==> src/rtl/rom_readback_if.sv <==
// Upload-read bus between the HPS ioctl port, rom_readback and port B of the ROM dprams.
// Handshake: ioctl_rd is a one-cycle request, taken only while the reader is idle; ioctl_wait stays high from acceptance until ioctl_din holds the byte.
interface rom_readback_if;
    logic        ioctl_upload;
    logic [7:0]  ioctl_index;
    logic        ioctl_rd;
    logic [24:0] ioctl_addr;
    logic [7:0]  ioctl_din;
    logic        ioctl_wait;
    logic [11:0] ADDR_RB;
    logic [9:0]  CS_RB;
    logic [79:0] DATA_RB;
    logic [15:0] CRC;

    modport slave (
        input  ioctl_upload, ioctl_index, ioctl_rd, ioctl_addr, DATA_RB,
        output ioctl_din, ioctl_wait, ADDR_RB, CS_RB, CRC
    );

    modport master (
        output ioctl_upload, ioctl_index, ioctl_rd, ioctl_addr, DATA_RB,
        input  ioctl_din, ioctl_wait, ADDR_RB, CS_RB, CRC
    );
endinterface

==> src/rtl/rom_readback.sv <==
// Serves ioctl upload reads from the 10 x 4KB Blue Print ROM map through the dpram port B.
// Optional running CRC-16/CCITT of delivered bytes is enabled with ROM_READBACK_CRC_EN.
module rom_readback #(
    parameter int unsigned RD_LAT   = 1,
    parameter logic [7:0]  UL_INDEX = 8'd0,
    parameter logic [7:0]  FILL     = 8'hFF
) (
    input  logic           CLK_DL,
    input  logic           RESET_N,
    rom_readback_if.slave  io,
    output logic [1:0]     o_dbg_state
);
    typedef enum logic [1:0] {S_IDLE, S_ISSUE, S_WAIT, S_CAPTURE} state_t;

    state_t      r_state, w_state_nxt;
    logic [24:0] r_addr, w_addr_nxt;
    logic [7:0]  r_din, w_din_nxt;
    logic        r_wait, w_wait_nxt;
    logic [11:0] r_addr_rb, w_addr_rb_nxt;
    logic [9:0]  r_cs_rb, w_cs_rb_nxt;
    logic [1:0]  r_cnt, w_cnt_nxt;
    logic        w_capture;
    logic [9:0]  w_onehot;
    logic [7:0]  w_byte;

    // Regions 10 and above select no ROM and deliver FILL with unchanged timing.
    always_comb begin
        w_onehot = 10'd0;
        w_byte   = FILL;
        for (int i = 0; i < 10; i++) begin
            if (r_addr[24:12] == 13'(i)) begin
                w_onehot[i] = 1'b1;
                w_byte      = io.DATA_RB[8*i +: 8];
            end
        end
    end

    always_comb begin
        w_state_nxt   = r_state;
        w_addr_nxt    = r_addr;
        w_din_nxt     = r_din;
        w_wait_nxt    = r_wait;
        w_addr_rb_nxt = r_addr_rb;
        w_cs_rb_nxt   = r_cs_rb;
        w_cnt_nxt     = r_cnt;
        w_capture     = 1'b0;
        if (r_state != S_IDLE && !io.ioctl_upload) begin
            // Session ended mid-read: drop it, keep the last delivered byte.
            w_state_nxt = S_IDLE;
            w_wait_nxt  = 1'b0;
            w_cs_rb_nxt = 10'd0;
        end else begin
            case (r_state)
                S_IDLE: begin
                    if (io.ioctl_rd && io.ioctl_upload && io.ioctl_index == UL_INDEX) begin
                        w_addr_nxt  = io.ioctl_addr;
                        w_state_nxt = S_ISSUE;
                    end
                end
                S_ISSUE: begin
                    w_addr_rb_nxt = r_addr[11:0];
                    w_cs_rb_nxt   = w_onehot;
                    w_wait_nxt    = 1'b1;
                    w_cnt_nxt     = 2'(RD_LAT);
                    w_state_nxt   = S_WAIT;
                end
                S_WAIT: begin
                    w_cnt_nxt = r_cnt - 2'd1;
                    if (r_cnt == 2'd1) w_state_nxt = S_CAPTURE;
                end
                S_CAPTURE: begin
                    w_din_nxt   = w_byte;
                    w_wait_nxt  = 1'b0;
                    w_cs_rb_nxt = 10'd0;
                    w_capture   = 1'b1;
                    w_state_nxt = S_IDLE;
                end
                default: w_state_nxt = S_IDLE;
            endcase
        end
    end

    always_ff @(posedge CLK_DL or negedge RESET_N) begin
        if (!RESET_N) begin
            r_state   <= S_IDLE;
            r_addr    <= 25'd0;
            r_din     <= 8'h00;
            r_wait    <= 1'b0;
            r_addr_rb <= 12'd0;
            r_cs_rb   <= 10'd0;
            r_cnt     <= 2'd0;
        end else begin
            r_state   <= w_state_nxt;
            r_addr    <= w_addr_nxt;
            r_din     <= w_din_nxt;
            r_wait    <= w_wait_nxt;
            r_addr_rb <= w_addr_rb_nxt;
            r_cs_rb   <= w_cs_rb_nxt;
            r_cnt     <= w_cnt_nxt;
        end
    end

    assign io.ioctl_din  = r_din;
    assign io.ioctl_wait = r_wait;
    assign io.ADDR_RB    = r_addr_rb;
    assign io.CS_RB      = r_cs_rb;
    assign o_dbg_state   = r_state;

`ifdef ROM_READBACK_CRC_EN
    function automatic logic [15:0] crc16_byte(input logic [15:0] c, input logic [7:0] d);
        logic [15:0] x;
        x = c ^ {d, 8'h00};
        for (int i = 0; i < 8; i++) begin
            x = x[15] ? ((x << 1) ^ 16'h1021) : (x << 1);
        end
        return x;
    endfunction

    logic        r_upload_d;
    logic [15:0] r_crc;

    // A new upload session restarts the checksum.
    always_ff @(posedge CLK_DL or negedge RESET_N) begin
        if (!RESET_N) begin
            r_upload_d <= 1'b0;
            r_crc      <= 16'hFFFF;
        end else begin
            r_upload_d <= io.ioctl_upload;
            if (io.ioctl_upload && !r_upload_d) r_crc <= 16'hFFFF;
            else if (w_capture)                 r_crc <= crc16_byte(r_crc, w_din_nxt);
        end
    end

    assign io.CRC = r_crc;
`else
    assign io.CRC = 16'hFFFF;
`endif
endmodule

==> src/flat_wrapper.sv <==
// flat-port wrapper written by rule: the top's interface ports become plain ports
module rom_readback_flat 
#(
    parameter int unsigned RD_LAT   = 1,
    parameter logic [7:0]  UL_INDEX = 8'd0,
    parameter logic [7:0]  FILL     = 8'hFF
)
  (CLK_DL, RESET_N, o_dbg_state, io_ioctl_upload, io_ioctl_index, io_ioctl_rd, io_ioctl_addr, io_DATA_RB, io_ioctl_din, io_ioctl_wait, io_ADDR_RB, io_CS_RB, io_CRC);
  rom_readback_if io_i ();
  input  logic CLK_DL;
  input  logic RESET_N;
  output logic [1:0] o_dbg_state;
  input wire logic [$bits(io_i.ioctl_upload)-1:0] io_ioctl_upload;
  input wire logic [$bits(io_i.ioctl_index)-1:0] io_ioctl_index;
  input wire logic [$bits(io_i.ioctl_rd)-1:0] io_ioctl_rd;
  input wire logic [$bits(io_i.ioctl_addr)-1:0] io_ioctl_addr;
  input wire logic [$bits(io_i.DATA_RB)-1:0] io_DATA_RB;
  output wire logic [$bits(io_i.ioctl_din)-1:0] io_ioctl_din;
  output wire logic [$bits(io_i.ioctl_wait)-1:0] io_ioctl_wait;
  output wire logic [$bits(io_i.ADDR_RB)-1:0] io_ADDR_RB;
  output wire logic [$bits(io_i.CS_RB)-1:0] io_CS_RB;
  output wire logic [$bits(io_i.CRC)-1:0] io_CRC;
  assign io_i.ioctl_upload = io_ioctl_upload;
  assign io_i.ioctl_index = io_ioctl_index;
  assign io_i.ioctl_rd = io_ioctl_rd;
  assign io_i.ioctl_addr = io_ioctl_addr;
  assign io_i.DATA_RB = io_DATA_RB;
  assign io_ioctl_din = io_i.ioctl_din;
  assign io_ioctl_wait = io_i.ioctl_wait;
  assign io_ADDR_RB = io_i.ADDR_RB;
  assign io_CS_RB = io_i.CS_RB;
  assign io_CRC = io_i.CRC;
  rom_readback #(.RD_LAT(RD_LAT), .UL_INDEX(UL_INDEX), .FILL(FILL)) u_core (.CLK_DL(CLK_DL), .RESET_N(RESET_N), .io(io_i), .o_dbg_state(o_dbg_state));
endmodule
==> config.mk <==
export PLATFORM = sky130hd
export DESIGN_NAME = rom_readback_flat
export DESIGN_NICKNAME = d
export VERILOG_FILES = /design/src/rtl/rom_readback_if.sv /design/src/rtl/rom_readback.sv /design/src/flat_wrapper.sv
export SDC_FILE = /design/constraint.sdc
export NUM_CORES = 1
export LEC_CHECK = 0
export BUFFER_PORTS_ARGS = -buffer_cell sky130_fd_sc_hd__clkbuf_2
export CAP_MARGIN = 15
export CORE_MARGIN = 2
export CORE_UTILIZATION = 51
export DETAILED_ROUTE_END_ITERATION = 16
export GPL_TIMING_DRIVEN = 0
export PLACE_DENSITY = 0.94
export SETUP_SLACK_MARGIN = 0.05
export SYNTH_ARGS = -nofsm -noshare
export SYNTH_HDL_FRONTEND = slang
export SYNTH_SLANG_ARGS = --single-unit
export TNS_END_PERCENT = 30
==> constraint.sdc <==
create_clock -name CLK_DL -period 4.8 [get_ports CLK_DL]
set_input_delay 0.72 -clock CLK_DL [delete_from_list [all_inputs] [get_ports CLK_DL]]
set_output_delay 0.72 -clock CLK_DL [all_outputs]
set_load 0.03 [all_outputs]
Word level (Yosys, flattened, before mapping)

Cells that the tools add are included.

Flip-flop bits (word level): 60
Output and inout bits: 49

Equal/unequal tests: 15
$add $sub $neg: 1
Mux-type cells: 29
Reductions and logical operators: 15
Bitwise operators: 1

Operators by type and width:

| kind                                              | number |
|---|---|
| 2-to-1 mux 8 bit                                  | 10 |
| == test 13 x 3 -> 1 bit (second input constant)   | 4 |
| == test 13 x 2 -> 1 bit (second input constant)   | 2 |
| == test 13 x 4 -> 1 bit (second input constant)   | 2 |
| case mux 10 bit (2 select lines)                  | 1 |
| == test 13 x 1 -> 1 bit (second input constant)   | 1 |
| zero test 13 bit                                  | 1 |
| 2-to-1 mux 1 bit                                  | 11 |
| 2-to-1 mux 10 bit                                 | 1 |
| zero test 8 bit                                   | 1 |
| case mux 2 bit (4 select lines)                   | 1 |
| AND reduction 2 bit                               | 4 |
| 2-to-1 mux 2 bit                                  | 3 |
| != test 3 x 1 -> 1 bit (second input constant)    | 2 |
| == test 2 x 1 -> 1 bit (second input constant)    | 2 |
| == test 2 bit (second input constant)             | 2 |
| case mux 2 bit (2 select lines)                   | 1 |
| nonzero test 2 bit                                | 2 |
| logical AND 1 bit                                 | 3 |
| AND reduction 3 bit                               | 1 |
| nonzero test 3 bit                                | 1 |
| zero test 2 bit                                   | 1 |
| case mux 1 bit (2 select lines)                   | 1 |
| subtractor 2 x 1 -> 2 bit (second input constant) | 1 |
| other kinds (2)                                   | 2 |

Longest topological paths before layout

Depth in word-level cells: 11
Gate-level depth with buffers: 8

Least setup slack after synthesis

No wires, ideal clock.

Path type: input to register
Start point: in io_ioctl_index[3]
End point: reg u_core.r_addr[10]
Path slack: 2.545 ns
Setup time: 0.125 ns
Required time: 4.675 ns
Arrival time: 2.130 ns
Stages on the path: 5
Cells stage by stage: or4_4 > nor4_4 > nand2_4 > buf_6 > mux2_4

Word-level cells in the longest chain between the ends: 3

Ends and longest elaborated chain:

| item                                 | RTL line           | text |
|---|---|---|
| start, declared                      | flat_wrapper.sv:14 | `input wire logic [$bits(io_i.ioctl_index)-1:0] io_ioctl_index;` |
| zero test 8 bit                      | rom_readback.sv:55 | `if (io.ioctl_rd && io.ioctl_upload && io.ioctl_index == UL_INDEX) begin` |
| logical AND 1 bit                    | rom_readback.sv:55 |  |
| AND reduction 3 bit (no source line) | --                 |  |
| end signal, assigned                 | rom_readback.sv:94 | `r_addr <= w_addr_nxt;` |
| end, declared                        | rom_readback.sv:16 | `logic [24:0] r_addr, w_addr_nxt;` |

No other way between the ends.
A chain may end at the register's enable or synchronous reset.

Worst setup path after layout

Start point: reg u_core.r_addr[13]
End point: reg u_core.r_din[3] (netlist: u_core.io.ioctl_din[3])

Word-level cells in the longest chain between the ends: 11

Ends and longest elaborated chain:

| item                          | RTL line           | text |
|---|---|---|
| zero test 13 bit              | rom_readback.sv:31 | `if (r_addr[24:12] == 13'(i)) begin` |
| 2-to-1 mux 8 bit (9 in a row) | rom_readback.sv:31 |  |
| 2-to-1 mux 8 bit (*)          | rom_readback.sv:31 |  |
| end signal, assigned          | rom_readback.sv:95 | `r_din <= w_din_nxt;` |
| end, declared                 | rom_readback.sv:17 | `logic [7:0] r_din, w_din_nxt;` |

Mark *: on every way between the ends. The rest lies on a longest branch, timed or not.

==> flow_metrics.env <==
export IMPL_period_needed_ns=2.426
export IMPL_finalMaxSlewViolations=0
export IMPL_antenna_found_initial=0
export IMPL_io_buffers=149
export IMPL_cts_hold_buf=0
export IMPL_fillers=530
export IMPL_synth_seq_cells=60
export IMPL_vdd_drop_max_mv=0.2401
export IMPL_yosys_area_top_type="dfrtp_1"
export IMPL_cts_buffers=9
export IMPL_ant_nets=0
export IMPL_grt_busiest_layer="met2"
export IMPL_dpl_instance_area_sq_mm=0.004427
export IMPL_use_met2_pct=47.26
export IMPL_worst_slew_pin_transition_ns=0.8356
export IMPL_crit_path_start="u_core.r_addr[13]"
export IMPL_fin_crit_sh_pct=50.54
export IMPL_r2r_slack_ns=2.37
export IMPL_drt_wirelength_per_cell_microns=17.44
export IMPL_critical_path_max_stage_delay_ns=0.61
export IMPL_hold_class="reg2reg"
export IMPL_pin_count=166
export IMPL_synthArstFlopShare_pct=100.0
export IMPL_hold_viol=0
export IMPL_cp_max_fo=10
export IMPL_max_slew_margin_rel_pct=44.30
export IMPL_end_kind="flip-flop"
export IMPL_cts_root_buf="clkbuf_8"
export IMPL_grt_usage_pct=27.23
export IMPL_yosysTopAreaCellShare_pct=42.63
export IMPL_fin_worst_skew_ns=0.01392
export IMPL_grt_start_max_net_pins=61
export IMPL_postCtsSetupBuffers=0
export IMPL_fp_row_count=30
export IMPL_crit_chain="clkbuf_1 -> nor4bb_1 -> nand4_1 -> or3_1 -> o21ai_0 -> a31oi_1"
export IMPL_crit_type="reg2reg"
export IMPL_tns_ns=0
export IMPL_fmaxAchievable_ghz=0.4122
export IMPL_finalSetupViolCount=0
export IMPL_synthDistinctLibCells=51
export IMPL_cts_htree_levels=3
export IMPL_crit_required_ns=5.02
export IMPL_ys_seq_area_share_pct=42.63
export IMPL_worstSetupEndpoint="u_core.io.ioctl_din[3]"
export IMPL_reg2reg_from="u_core.r_addr[13]"
export IMPL_synth_top_cells_by_area="dfrtp_1, mux2_4, mux2_2, o21ai_0, buf_4"
export IMPL_dp_hpwl_microns=8043
export IMPL_synthFlopType="dfrtp_1"
export IMPL_crit_buf_inv=1
export IMPL_clockBufferDepth=2
export IMPL_nNetsFinal=631
export IMPL_maxCapViolations=0
export IMPL_avgViaCountPerCell=5.640
export IMPL_cts_tree="yes"
export IMPL_yosysWarnings=0
export IMPL_clk_latency_ns=0.34
export IMPL_status="complete, no violations"
export IMPL_design_area_sq_mm=0.004626
export IMPL_cts_resized=0
export IMPL_vias=3350
export IMPL_hp_start="u_core.io.CS_RB[5]"
export IMPL_grt_pass1_vias=3324
export IMPL_r2r_end="u_core.io.ioctl_din[3]"
export IMPL_clock_sinks=60
export IMPL_slowest_stage="nor4bb_1"
export IMPL_cp_top_family="simple AND/OR/NAND/NOR gates"
export IMPL_dieArea_sq_mm=0.007587
export IMPL_crit_cells=6
export IMPL_core_sq_mm=0.006756
export IMPL_syn_avg_cell_area_sq_um=10.55
export IMPL_cp_arrival_ns=2.64
export IMPL_reg2reg_depth=6
export IMPL_syn_cell_area_sq_mm=0.003522
export IMPL_grtUsageMet3_pct=7.109
export IMPL_die_w_microns=87.11
export IMPL_met1_usage_pct=30.62
export IMPL_die_h_microns=87.11
export IMPL_p_per_area_mw_per_mm2=359.7
export IMPL_wirelength_microns=10360
export IMPL_gp_congestion=0.9268
export IMPL_syn_inst=334
export IMPL_p_leak_nw=2.437
export IMPL_layout_drive_gt1_share_pct=47.86
export IMPL_rsz0062_at_grt="no"
export IMPL_cp_start_kind="flip-flop"
export IMPL_drc_errors=0
export IMPL_overflow=0
export IMPL_clk_pin_slew_ns=0.08
export IMPL_grt_pass1_wl_microns=15750
export IMPL_first_pass_iters=7
export IMPL_diodes=0
export IMPL_synth_edff_count=0
export IMPL_area_growth_pct=31.33
export IMPL_initialDrtViolationCount=185
export IMPL_whs_ns=0.4830
export IMPL_initial_core_util_pct=52.13
-- worst min-delay path by stage --
stage / end / slack, ns / cells past startpoint
final: u_core.io.CS_RB[5] / 0.48 / 2
after global routing: u_core.io.CS_RB[5] / 0.51 / 2
after CTS: u_core.io.ioctl_wait / 0.49 / 2
after detailed placement: u_core.io.ioctl_wait / 0.47 / 2
after global placement: u_core.io.ioctl_wait / 0.46 / 2
after floorplan: u_core.io.ADDR_RB[0] / 0.42 / 0
-- logic make-up (layout without fill, tap and decap cells) --
logic type | count (synthesis) | count (layout) | share of synthesized area (%)
flops | 60 | 60 | 42.63
fa+ha+maj | 5 | 5 | 1.776
compound gates | 75 | 75 | 13.14
buf+inv | 43 | 208 | 7.069
simple gates | 96 | 96 | 15.13
other cells | 1 | 16 | 0.1065
mux | 54 | 54 | 20.14
-- worst register-to-register path: stages, from the launching register on --
cell      delay, ns
dfrtp_1        0.36
clkbuf_1       0.24
nor4bb_1       0.61
nand4_1        0.45
or3_1          0.46
o21ai_0        0.11
a31oi_1        0.08
-- metal layers --
layer | vias up | share of wire [%]
met3 | 30 | 9.7
met5 | - | 0
li1 | 1538 | -
met4 | 0 | 3.5
met1 | 1570 | 37
met2 | 212 | 50
-- registers in the layout, indices dropped and copies added (netlist names) --
signal / count
u_core.r_cnt: 2
u_core.io.ADDR_RB: 12
u_core.io.CS_RB: 10
u_core.r_addr: 25
u_core.io.ioctl_wait: 1
u_core.io.ioctl_din: 8
u_core.o_dbg_state: 2
-- synthesized netlist by cell type (6+ instances only) --
cell type / instances
nor4_1: 6
dfrtp_1: 60
mux2_2: 25
o21ai_0: 28
nand2_1: 27
nor2b_1: 11
nor3_1: 7
clkbuf_1: 9
mux2i_1: 6
buf_4: 17
o22ai_1: 13
inv_1: 7
buf_2: 7
a21oi_1: 12
nor2_1: 15
mux2_4: 20
-- layout by cell type (no fill, tap or decap), drive strengths merged, types with 2 or more instances in the layout --
| cell | instances |
|---|---|
| buf | 27 |
| nor2b | 11 |
| o31a | 3 |
| nor2 | 15 |
| nor3 | 7 |
| nand4 | 2 |
| nand2b | 5 |
| nor4 | 7 |
| dfrtp | 60 |
| mux2i | 6 |
| nand3 | 5 |
| mux4 | 3 |
| o21ai | 28 |
| and4 | 3 |
| conb | 16 |
| o32ai | 2 |
| mux2 | 45 |
| a22oi | 3 |
| o22ai | 13 |
| a21oi | 12 |
| or4 | 2 |
| or3 | 4 |
| ha | 5 |
| clkinv | 4 |
| nand2 | 28 |
| clkbuf | 167 |
| o221ai | 2 |
| a31oi | 3 |
| inv | 9 |
-- area by class of cell --
cell class / count / area [sq um] / area share [%]
tap: 80 / 100.1 / 2.164
clock inverter: 7 / 75.07 / 1.623
inverter: 7 / 26.28 / 0.5680
buffer: 36 / 222.7 / 4.815
sequential: 60 / 1501 / 32.46
timing repair buffer: 149 / 748.2 / 16.18
clock buffer: 9 / 123.9 / 2.678
multi-input combinational: 246 / 1828 / 39.52
-- report_power, final --
part / internal (mW) / switching, mW
Clock: 0.243 / 0.221
Combinational: 0.218 / 0.372
Sequential: 0.567 / 0.0426
Total: 1.03 / 0.636
-- through the flow --
stage | total power [mW] | util (%) | setup WS (ns) | std cells
after detailed placement | 1.198 | 65.52 | 2.291 | 578
final | 1.664 | 68.46 | 2.374 | 594
after CTS | 1.667 | 68.46 | 2.489 | 594
after global routing | 1.756 | 68.46 | 2.192 | 594
after global placement | 1.173 | 65.48 | 2.361 | 578
after floorplan | 1.007 | - | 2.545 | 349
Note: power is estimated with default switching activity, not from simulation.
